## src/rtl/mem_ctrl_pkg.sv

```systemverilog
// rtl/mem_ctrl_pkg.sv - Encodings, state type and RAM opcode layout for the memory access sequencer
package mem_ctrl_pkg;

    localparam logic [1:0] KIND_FETCH = 2'b00;
    localparam logic [1:0] KIND_LOAD  = 2'b01;
    localparam logic [1:0] KIND_STORE = 2'b10;
    localparam logic [1:0] KIND_RSVD  = 2'b11;

    localparam logic [1:0] SZ_BYTE  = 2'b00;
    localparam logic [1:0] SZ_HALF  = 2'b01;
    localparam logic [1:0] SZ_WORD  = 2'b10;
    localparam logic [1:0] SZ_DWORD = 2'b11;

    localparam logic [2:0] TT_ILLEGAL  = 3'b010;
    localparam logic [2:0] TT_MISALIGN = 3'b011;
    localparam logic [2:0] TT_TIMEOUT  = 3'b100;

    localparam int OP_WRITE_BIT  = 5;
    localparam int OP_SIGNED_BIT = 4;
    localparam int OP_SIZE_LSB   = 2;

    typedef enum logic [2:0] {
        ST_IDLE,
        ST_LD_MAR,
        ST_LD_MDR,
        ST_ACCESS,
        ST_DONE,
        ST_ERR
    } state_t;

    function automatic logic [5:0] make_opcode(input logic wr, input logic sgn, input logic [1:0] size);
        logic [5:0] op;
        op                              = '0;
        op[OP_WRITE_BIT]                = wr;
        op[OP_SIGNED_BIT]               = sgn;
        op[OP_SIZE_LSB+1:OP_SIZE_LSB]   = size;
        return op;
    endfunction

endpackage

```

## src/rtl/mem_access_ctrl_if.sv

```systemverilog
// rtl/mem_access_ctrl_if.sv - Request, RAM handshake and datapath enable bundle for the sequencer
interface mem_access_ctrl_if;
    logic       req;
    logic [1:0] req_kind;
    logic [1:0] req_size;
    logic       req_signed;
    logic [2:0] addr_lo;
    logic       abort;
    logic       MFC;
    logic       MAR_Enable;
    logic       MDR_Enable;
    logic       MDR_Mux_select;
    logic       IR_Enable;
    logic       TEMP_Enable;
    logic       RAM_enable;
    logic [5:0] RAM_OpCode;
    logic       busy;
    logic       done;
    logic       err;
    logic [2:0] err_tt;

    modport master (
        output req, req_kind, req_size, req_signed, addr_lo, abort, MFC,
        input  MAR_Enable, MDR_Enable, MDR_Mux_select, IR_Enable, TEMP_Enable,
               RAM_enable, RAM_OpCode, busy, done, err, err_tt
    );

    modport slave (
        input  req, req_kind, req_size, req_signed, addr_lo, abort, MFC,
        output MAR_Enable, MDR_Enable, MDR_Mux_select, IR_Enable, TEMP_Enable,
               RAM_enable, RAM_OpCode, busy, done, err, err_tt
    );
endinterface

```

## src/rtl/mem_timeout_counter.sv

```systemverilog
// rtl/mem_timeout_counter.sv - Saturating ACCESS-cycle counter with terminal-count flag
module mem_timeout_counter #(
    parameter int TIMEOUT_CYC = 15,
    parameter int CNT_W       = 8
) (
    input  logic clk,
    input  logic rst_n,
    input  logic clr,
    input  logic en,
    output logic tc
);
    localparam logic [CNT_W-1:0] LAST = CNT_W'(TIMEOUT_CYC - 1);

    logic [CNT_W-1:0] count;

    always_ff @(posedge clk or negedge rst_n) begin
        if (!rst_n) begin
            count <= '0;
        end else if (clr) begin
            count <= '0;
        end else if (en && !tc) begin
            count <= count + CNT_W'(1);
        end
    end

    assign tc = (count == LAST);
endmodule

```

## src/rtl/mem_access_ctrl.sv

```systemverilog
// rtl/mem_access_ctrl.sv - Sequences MAR/MDR/IR/TEMP loads and RAM strobes for fetch, load and store
module mem_access_ctrl
    import mem_ctrl_pkg::*;
#(
    parameter int TIMEOUT_CYC = 15,
    parameter int CNT_W       = 8
) (
    input  logic              Clk,
    input  logic              Clr,
    mem_access_ctrl_if.slave  bus
);
    state_t     state, next_state;
    logic [1:0] kind_q, size_q, eff_size;
    logic       sgn_q;
    logic [2:0] tt_q, tt_d;
    logic       ram_en_q;
    logic [5:0] ram_op_q;
    logic       to_tc;
    logic       mar_en, mdr_en, mdr_sel, ir_en, temp_en;

    function automatic logic misaligned(input logic [1:0] size, input logic [2:0] a);
        case (size)
            SZ_HALF:  return a[0];
            SZ_WORD:  return |a[1:0];
            SZ_DWORD: return |a;
            default:  return 1'b0;
        endcase
    endfunction

    // Instruction fetches are always word accesses regardless of req_size.
    assign eff_size = (kind_q == KIND_FETCH) ? SZ_WORD : size_q;

    mem_timeout_counter #(.TIMEOUT_CYC(TIMEOUT_CYC), .CNT_W(CNT_W)) u_timeout (
        .clk   (Clk),
        .rst_n (Clr),
        .clr   ((state != ST_ACCESS) || bus.abort),
        .en    ((state == ST_ACCESS) && !bus.MFC),
        .tc    (to_tc)
    );

    always_ff @(posedge Clk or negedge Clr) begin
        if (!Clr) begin
            state    <= ST_IDLE;
            kind_q   <= '0;
            size_q   <= '0;
            sgn_q    <= 1'b0;
            tt_q     <= '0;
            ram_en_q <= 1'b0;
            ram_op_q <= '0;
        end else begin
            state <= next_state;
            if (state == ST_IDLE && bus.req && !bus.abort) begin
                kind_q <= bus.req_kind;
                size_q <= bus.req_size;
                sgn_q  <= bus.req_signed;
            end
            if (next_state == ST_ERR) begin
                tt_q <= tt_d;
            end
            // RAM strobe and opcode come from flops so the RAM sees no decode glitches.
            ram_en_q <= (next_state == ST_ACCESS);
            ram_op_q <= (next_state == ST_ACCESS)
                      ? make_opcode(kind_q == KIND_STORE, sgn_q && (kind_q != KIND_FETCH), eff_size)
                      : '0;
        end
    end

    always_comb begin
        next_state = state;
        tt_d       = TT_ILLEGAL;
        mar_en     = 1'b0;
        mdr_en     = 1'b0;
        mdr_sel    = 1'b0;
        ir_en      = 1'b0;
        temp_en    = 1'b0;
        if (bus.abort) begin
            next_state = ST_IDLE;
        end else begin
            case (state)
                ST_IDLE: begin
                    if (bus.req) begin
                        next_state = (bus.req_kind == KIND_RSVD) ? ST_ERR : ST_LD_MAR;
                    end
                end
                ST_LD_MAR: begin
                    mar_en = 1'b1;
                    if (misaligned(eff_size, bus.addr_lo)) begin
                        next_state = ST_ERR;
                        tt_d       = TT_MISALIGN;
                    end else begin
                        next_state = (kind_q == KIND_STORE) ? ST_LD_MDR : ST_ACCESS;
                    end
                end
                ST_LD_MDR: begin
                    mdr_en     = 1'b1;
                    next_state = ST_ACCESS;
                end
                ST_ACCESS: begin
                    // MFC takes priority over a coincident timeout.
                    if (bus.MFC) begin
                        next_state = ST_DONE;
                        ir_en      = (kind_q == KIND_FETCH);
                        mdr_en     = (kind_q == KIND_LOAD);
                        mdr_sel    = (kind_q == KIND_LOAD);
                        temp_en    = (kind_q == KIND_LOAD) && (size_q == SZ_DWORD);
                    end else if (to_tc) begin
                        next_state = ST_ERR;
                        tt_d       = TT_TIMEOUT;
                    end
                end
                ST_DONE:  next_state = ST_IDLE;
                ST_ERR:   next_state = ST_IDLE;
                default:  next_state = ST_IDLE;
            endcase
        end
    end

    assign bus.MAR_Enable     = mar_en;
    assign bus.MDR_Enable     = mdr_en;
    assign bus.MDR_Mux_select = mdr_sel;
    assign bus.IR_Enable      = ir_en;
    assign bus.TEMP_Enable    = temp_en;
    assign bus.RAM_enable     = ram_en_q;
    assign bus.RAM_OpCode     = ram_op_q;
    assign bus.busy           = (state != ST_IDLE);
    assign bus.done           = (state == ST_DONE);
    assign bus.err            = (state == ST_ERR);
    assign bus.err_tt         = (state == ST_ERR) ? tt_q : 3'b000;
endmodule

```

## src/flat_wrapper.sv

```systemverilog
// flat-port wrapper written by rule: the top's interface ports become plain ports
module mem_access_ctrl_flat import mem_ctrl_pkg::*;
#(
    parameter int TIMEOUT_CYC = 15,
    parameter int CNT_W       = 8
)
  (Clk, Clr, bus_req, bus_req_kind, bus_req_size, bus_req_signed, bus_addr_lo, bus_abort, bus_MFC, bus_MAR_Enable, bus_MDR_Enable, bus_MDR_Mux_select, bus_IR_Enable, bus_TEMP_Enable, bus_RAM_enable, bus_RAM_OpCode, bus_busy, bus_done, bus_err, bus_err_tt);
  mem_access_ctrl_if bus_i ();
  input  logic Clk;
  input  logic Clr;
  input wire logic [$bits(bus_i.req)-1:0] bus_req;
  input wire logic [$bits(bus_i.req_kind)-1:0] bus_req_kind;
  input wire logic [$bits(bus_i.req_size)-1:0] bus_req_size;
  input wire logic [$bits(bus_i.req_signed)-1:0] bus_req_signed;
  input wire logic [$bits(bus_i.addr_lo)-1:0] bus_addr_lo;
  input wire logic [$bits(bus_i.abort)-1:0] bus_abort;
  input wire logic [$bits(bus_i.MFC)-1:0] bus_MFC;
  output wire logic [$bits(bus_i.MAR_Enable)-1:0] bus_MAR_Enable;
  output wire logic [$bits(bus_i.MDR_Enable)-1:0] bus_MDR_Enable;
  output wire logic [$bits(bus_i.MDR_Mux_select)-1:0] bus_MDR_Mux_select;
  output wire logic [$bits(bus_i.IR_Enable)-1:0] bus_IR_Enable;
  output wire logic [$bits(bus_i.TEMP_Enable)-1:0] bus_TEMP_Enable;
  output wire logic [$bits(bus_i.RAM_enable)-1:0] bus_RAM_enable;
  output wire logic [$bits(bus_i.RAM_OpCode)-1:0] bus_RAM_OpCode;
  output wire logic [$bits(bus_i.busy)-1:0] bus_busy;
  output wire logic [$bits(bus_i.done)-1:0] bus_done;
  output wire logic [$bits(bus_i.err)-1:0] bus_err;
  output wire logic [$bits(bus_i.err_tt)-1:0] bus_err_tt;
  assign bus_i.req = bus_req;
  assign bus_i.req_kind = bus_req_kind;
  assign bus_i.req_size = bus_req_size;
  assign bus_i.req_signed = bus_req_signed;
  assign bus_i.addr_lo = bus_addr_lo;
  assign bus_i.abort = bus_abort;
  assign bus_i.MFC = bus_MFC;
  assign bus_MAR_Enable = bus_i.MAR_Enable;
  assign bus_MDR_Enable = bus_i.MDR_Enable;
  assign bus_MDR_Mux_select = bus_i.MDR_Mux_select;
  assign bus_IR_Enable = bus_i.IR_Enable;
  assign bus_TEMP_Enable = bus_i.TEMP_Enable;
  assign bus_RAM_enable = bus_i.RAM_enable;
  assign bus_RAM_OpCode = bus_i.RAM_OpCode;
  assign bus_busy = bus_i.busy;
  assign bus_done = bus_i.done;
  assign bus_err = bus_i.err;
  assign bus_err_tt = bus_i.err_tt;
  mem_access_ctrl #(.TIMEOUT_CYC(TIMEOUT_CYC), .CNT_W(CNT_W)) u_core (.Clk(Clk), .Clr(Clr), .bus(bus_i));
endmodule
```

## config.mk

```make
export PLATFORM = sky130hd
export DESIGN_NAME = mem_access_ctrl_flat
export DESIGN_NICKNAME = d
export VERILOG_FILES = /design/src/rtl/mem_ctrl_pkg.sv /design/src/rtl/mem_access_ctrl_if.sv /design/src/rtl/mem_timeout_counter.sv /design/src/rtl/mem_access_ctrl.sv /design/src/flat_wrapper.sv
export SDC_FILE = /design/constraint.sdc
export NUM_CORES = 1
export LEC_CHECK = 0
export BUFFER_PORTS_ARGS = -buffer_cell sky130_fd_sc_hd__buf_2
export CORE_MARGIN = 5
export CORE_UTILIZATION = 56
export DETAILED_ROUTE_END_ITERATION = 8
export HOLD_SLACK_MARGIN = 0.03
export PLACE_DENSITY_LB_ADDON = 0.12
export SETUP_SLACK_MARGIN = 0.2
export SLEW_MARGIN = 0
export SYNTH_ARGS = -nofsm -noshare
export SYNTH_HDL_FRONTEND = slang
export SYNTH_SLANG_ARGS = --single-unit
```

## constraint.sdc

```tcl
create_clock -name Clk -period 2.8 [get_ports Clk]
set_input_delay 0.42 -clock Clk [delete_from_list [all_inputs] [get_ports Clk]]
set_output_delay 0.42 -clock Clk [all_outputs]
set_load 0.01 [all_outputs]
```

Word-level counts from Yosys, hierarchy flattened
Index checks and enable logic that the tools add are counted.
Cells by class
  $add $sub $neg: 1
  eq/ne operators: 16
  muxes and demuxes: 34
  reductions and logical operators: 17
Operators by type and width (count)
  two-way mux 3 bit: 10
  two-way mux 1 bit: 16
  two-way mux 8 bit: 2
  case mux 3 bit (4 select lines): 1
  == test 2 bit, second input constant: 5
  == test 3 x 2 -> 1 bit, second input constant: 3
  == test 3 bit, second input constant: 3
  adder 8 x 1 -> 8 bit, second input constant: 1
  == test 8 x 4 -> 1 bit, second input constant: 1
  logical AND 1 bit: 6
  two-way mux 6 bit: 1
  case mux 3 bit (2 select lines): 1
  == test 2 x 1 -> 1 bit, second input constant: 2
  nonzero test 2 bit: 2
  == test 3 x 1 -> 1 bit, second input constant: 1
  zero test 1 bit: 3
  zero test 3 bit: 1
  inequality test 3 x 2 -> 1 bit, second input constant: 1
  case mux 1 bit (3 select lines): 1
  nonzero test 3 bit: 1
  OR reduction 3 bit: 1
  zero test 2 bit: 1
  two-way mux 2 bit: 1
  case mux 1 bit (2 select lines): 1
  other kinds (2): 2
Word-level totals
  register bits: 26
  input bits: 13
  output and inout port bits: 18
  logic and storage cells: 76

Longest topological paths before layout
  depth in word-level cells: 11
  depth in mapped cells: 7
  gate-level depth less buffers: 7

Modules after synthesis
From an unflattened synthesis, not the netlist that was laid out.
Second synthesis, totals
  cell total of the unflattened synthesis: 140
  area total of the unflattened synthesis: 1381.3 µm²
By module, submodules not included
  mem_access_ctrl: times used 1, cells each 89, area an instance 897.1 µm²
  mem_timeout_counter: times used 1, cells each 51, area an instance 484.2 µm²

Least setup slack after synthesis
OpenSTA, ideal clock, no wires.
  path kind: register to register
  from: register u_core.state[0]
  to: register u_core.kind_q[0]
  arrival time: 1592 ps
  data required time: 2675 ps
  slack: 1083 ps
  stages on the path, launching flop included: 5
  buffers on the path: 1
  clock period less this slack: 1717 ps
  cell sequence: dfrtp_1 buf_6 or4b_4 nor2_2 mux2_2
Between the ends
  cells in the longest elaborated chain, start to end: 3
RTL lines
  start: declaration: RTL line mem_access_ctrl.sv:12  | state_t state, next_state;
  start signal: assignment: RTL line mem_access_ctrl.sv:51  | state <= next_state;
  zero test 3 bit: RTL line mem_access_ctrl.sv:52  | if (state == ST_IDLE && bus.req && !bus.abort) begin
  logical AND 1 bit (2 in series): RTL line mem_access_ctrl.sv:52
  end signal: assignment: RTL line mem_access_ctrl.sv:53  | kind_q <= bus.req_kind;
  end: declaration: RTL line mem_access_ctrl.sv:13  | logic [1:0] kind_q, size_q, eff_size;
No other way between the ends.
A chain may end at the register's enable or synchronous reset.

Final worst setup path
  from: register u_core.state[2]
  to: output bus_TEMP_Enable
Between the ends
  cells in the longest elaborated chain, start to end: 3
RTL lines
  == test 3 x 2 -> 1 bit: RTL line mem_access_ctrl.sv:79  | case (state)
  two-way mux 1 bit: RTL line mem_access_ctrl.sv:79
  two-way mux 1 bit: RTL line mem_access_ctrl.sv:76  | if (bus.abort) begin
  end: declaration: RTL line flat_wrapper.sv:22  | output wire logic [$bits(bus_i.TEMP_Enable)-1:0] bus_TEMP_Enable;
No other way between the ends.

==> results.json <==
{
  "status": "complete, no violations",
  "post_cts_buffers": 0,
  "clock_sinks": 24,
  "async_flop_share_pct": 100,
  "setup_viol": 0,
  "grt-ovfl-total": 0,
  "maxCapViolCount": 0,
  "die_y_um": 57.4,
  "n_antenna_cell": 0,
  "dpl.hpwl_um": 1910,
  "place_area_um2": 1400,
  "drt-initial-drc-count": 15,
  "antenna_found_initial": 0,
  "crit_required_ns": 2.38,
  "fmax_ghz": 0.421,
  "fin_crit_ns": 2.37,
  "ios": 31,
  "synth_cells": 123,
  "synth_top_area_share_pct": 47.7,
  "die_w_um": 57.4,
  "holdBufCountCts": 0,
  "synth.most_common_cell": "dfrtp_1",
  "critPathCaptureType": "primary output",
  "die-area_um2": 3300,
  "grt_use_total_pct": 16.6,
  "worstPathArrival_ns": 1.95,
  "cts_buffer_depth": 2,
  "portBuffers": 28,
  "ys_warn_count": 0,
  "ys_ff_latch": 24,
  "ir_worst_vdd_uv": 518,
  "wl_um": 2520,
  "grt_pass1_vias": 990,
  "wl_per_cell_um": 14.2,
  "gp_congestion": 0.774,
  "leakage_uw": 0.000715,
  "vias": 996,
  "via_per_inst": 5.60,
  "yosysTopAreaCell": "dfrtp_1",
  "rsz0062_at_grt": "no",
  "drc_errors": 0,
  "initial_core_util_pct": 58.0,
  "period_share_pct": 84.8,
  "syn2layout_area_growth_pct": 15.3,
  "synthFlopType": "dfrtp_1",
  "synthTopCellsByArea": "dfrtp_1 (48%), nor2_1 (4.8%), mux2_2 (4.5%), xor2_1 (4.2%), and3_1 (2.5%)",
  "cts_max_level": 1,
  "nNetsFinal": 166,
  "num_rows": 17,
  "skew_ns": 0.00428,
  "hold_class": "in2async",
  "hold_slack_ns": 0.0608,
  "fillers": 209,
  "maxSlewViolCount": 0,
  "yosys-top-cells-count": "dfrtp_1 (24), nor2_1 (16), nand2_1 (7)",
  "tns_ns": 0,
  "postRouteAntennaNets": 0,
  "worstSetupStartpointType": "flip-flop",
  "synth_cell_type_count": 44,
  "syn_area_um2": 1260,
  "p_per_area_nw_per_um2": 743,
  "hold_viol": 0,
  "grt_max_degree": 25,
  "synth_edf_count": 0,
  "worst-setup-path-type": "reg2out",
  "cts_buffers": 3,
  "grt_pass1_wl_um": 4330,
  "firstDrtPassIters": 5,
  "clkLatencyLatePin_ns": 0.31,
  "max_slew_margin_pct": 65.1,
  "cts_resized": 0,
  "r2r_start": "u_core.state[2]$_DFF_PN0_",
  "fp.coreArea_um2": 2170,
  "root_buffer": "clkbuf_4",
  "cts_tree": "yes",
  "crit_start": "u_core.state[2]$_DFF_PN0_",
  "avgSynthCellArea_um2": 10.2,
  "layout-drive-gt1-share_pct": 30.0,
  "seq_area_frac_synth_pct": 47.7,
  "cp_max_fo": 16,
  "tightest_slew_ns": 0.523,
  "path_clk_slew_ns": 0.13,
  "fin_area_um2": 1450
}
per-layer routing:
layer  GRT usage (%)  up-vias  part of all wire, %
li1                -      483                    -
met1            21.6      488                   43
met2            27.3       21                   51
met3            3.39        4                  5.1
met4            5.96        0                  1.2
met5               0        -                    0
flip-flops by register name, summed over array words and instances, names as in the netlist:
signal	cells
u_core.state	3
u_core.bus.RAM_OpCode	4
u_core.u_timeout.count	8
u_core.sgn_q	1
u_core.bus.RAM_enable	1
u_core.tt_q	3
u_core.size_q	2
u_core.kind_q	2
power breakdown:
group / internal (µW) / total (µW) / switching (µW)
registers: 411 / 500 / 89.4
clock network: 145 / 250 / 105
logic: 168 / 329 / 161
final timing paths:
check	end	slack, ns	depth (start not counted)
worst max register to register	u_core.sgn_q$_DFFE_PN0P_	0.91	3
max in group asynchronous	u_core.u_timeout.count[3]$_DFFE_PN0P_	2.39	1
min in group Clk	u_core.size_q[1]$_DFFE_PN0P_	0.33	2
worst min register to register	u_core.tt_q[2]$_DFFE_PN0N_	0.49	1
worst max-delay path	bus_TEMP_Enable	0.43	5
worst min-delay path	u_core.size_q[1]$_DFFE_PN0P_	0.06	1
placed cells by master, fill, tap and decap left out, drive strengths merged, types with 3 or more instances in the layout:
| cell | n |
|---|---|
| o21ai | 3 |
| mux2 | 5 |
| clkbuf | 3 |
| a21oi | 4 |
| inv | 4 |
| buf | 28 |
| xor2 | 6 |
| dfrtp | 24 |
| nor3 | 4 |
| nand2 | 7 |
| nor2 | 17 |
| nand2b | 3 |
| and3 | 5 |
| nand3 | 3 |
layout make-up:
| class | instances | area, µm² | area share [%] |
|---|---|---|---|
| multi-input cells | 90 | 608 | 41.9 |
| flip-flops and latches | 24 | 601 | 41.4 |
| repair buffers | 28 | 140 | 9.66 |
| well taps | 28 | 35.0 | 2.41 |
| clock inverters | 1 | 30.0 | 2.07 |
| clock buffers | 3 | 22.5 | 1.55 |
| inverters | 4 | 15.0 | 1.03 |
worst max-delay path, cell delays in order, from the launching register on:
cell and delay [ns]:
dfrtp_1 0.56, nor2_1 0.20, nand3_1 0.35, nor2_1 0.23, and3_1 0.17, buf_2 0.12
per-stage QoR:
stage,std cells,worst slack [ns],utilization (%),power (µW)
after CTS,178,0.447,66.9,1090
after global placement,174,0.848,64.5,827
after detailed placement,174,0.794,64.5,838
after floorplan,124,1.08,-,752
final,178,0.426,66.9,1080
after global routing,178,0.296,66.9,1160
kinds of logic after synthesis:
group           share of synthesized area, %
other cells                            0.298
fa+ha+maj                               1.99
buf+inv                                 4.27
xor+xnor                                4.87
mux                                     4.47
compound gates                          12.6
simple gates                            23.8
flops                                   47.7
Note: power is estimated with default switching activity, not from simulation.
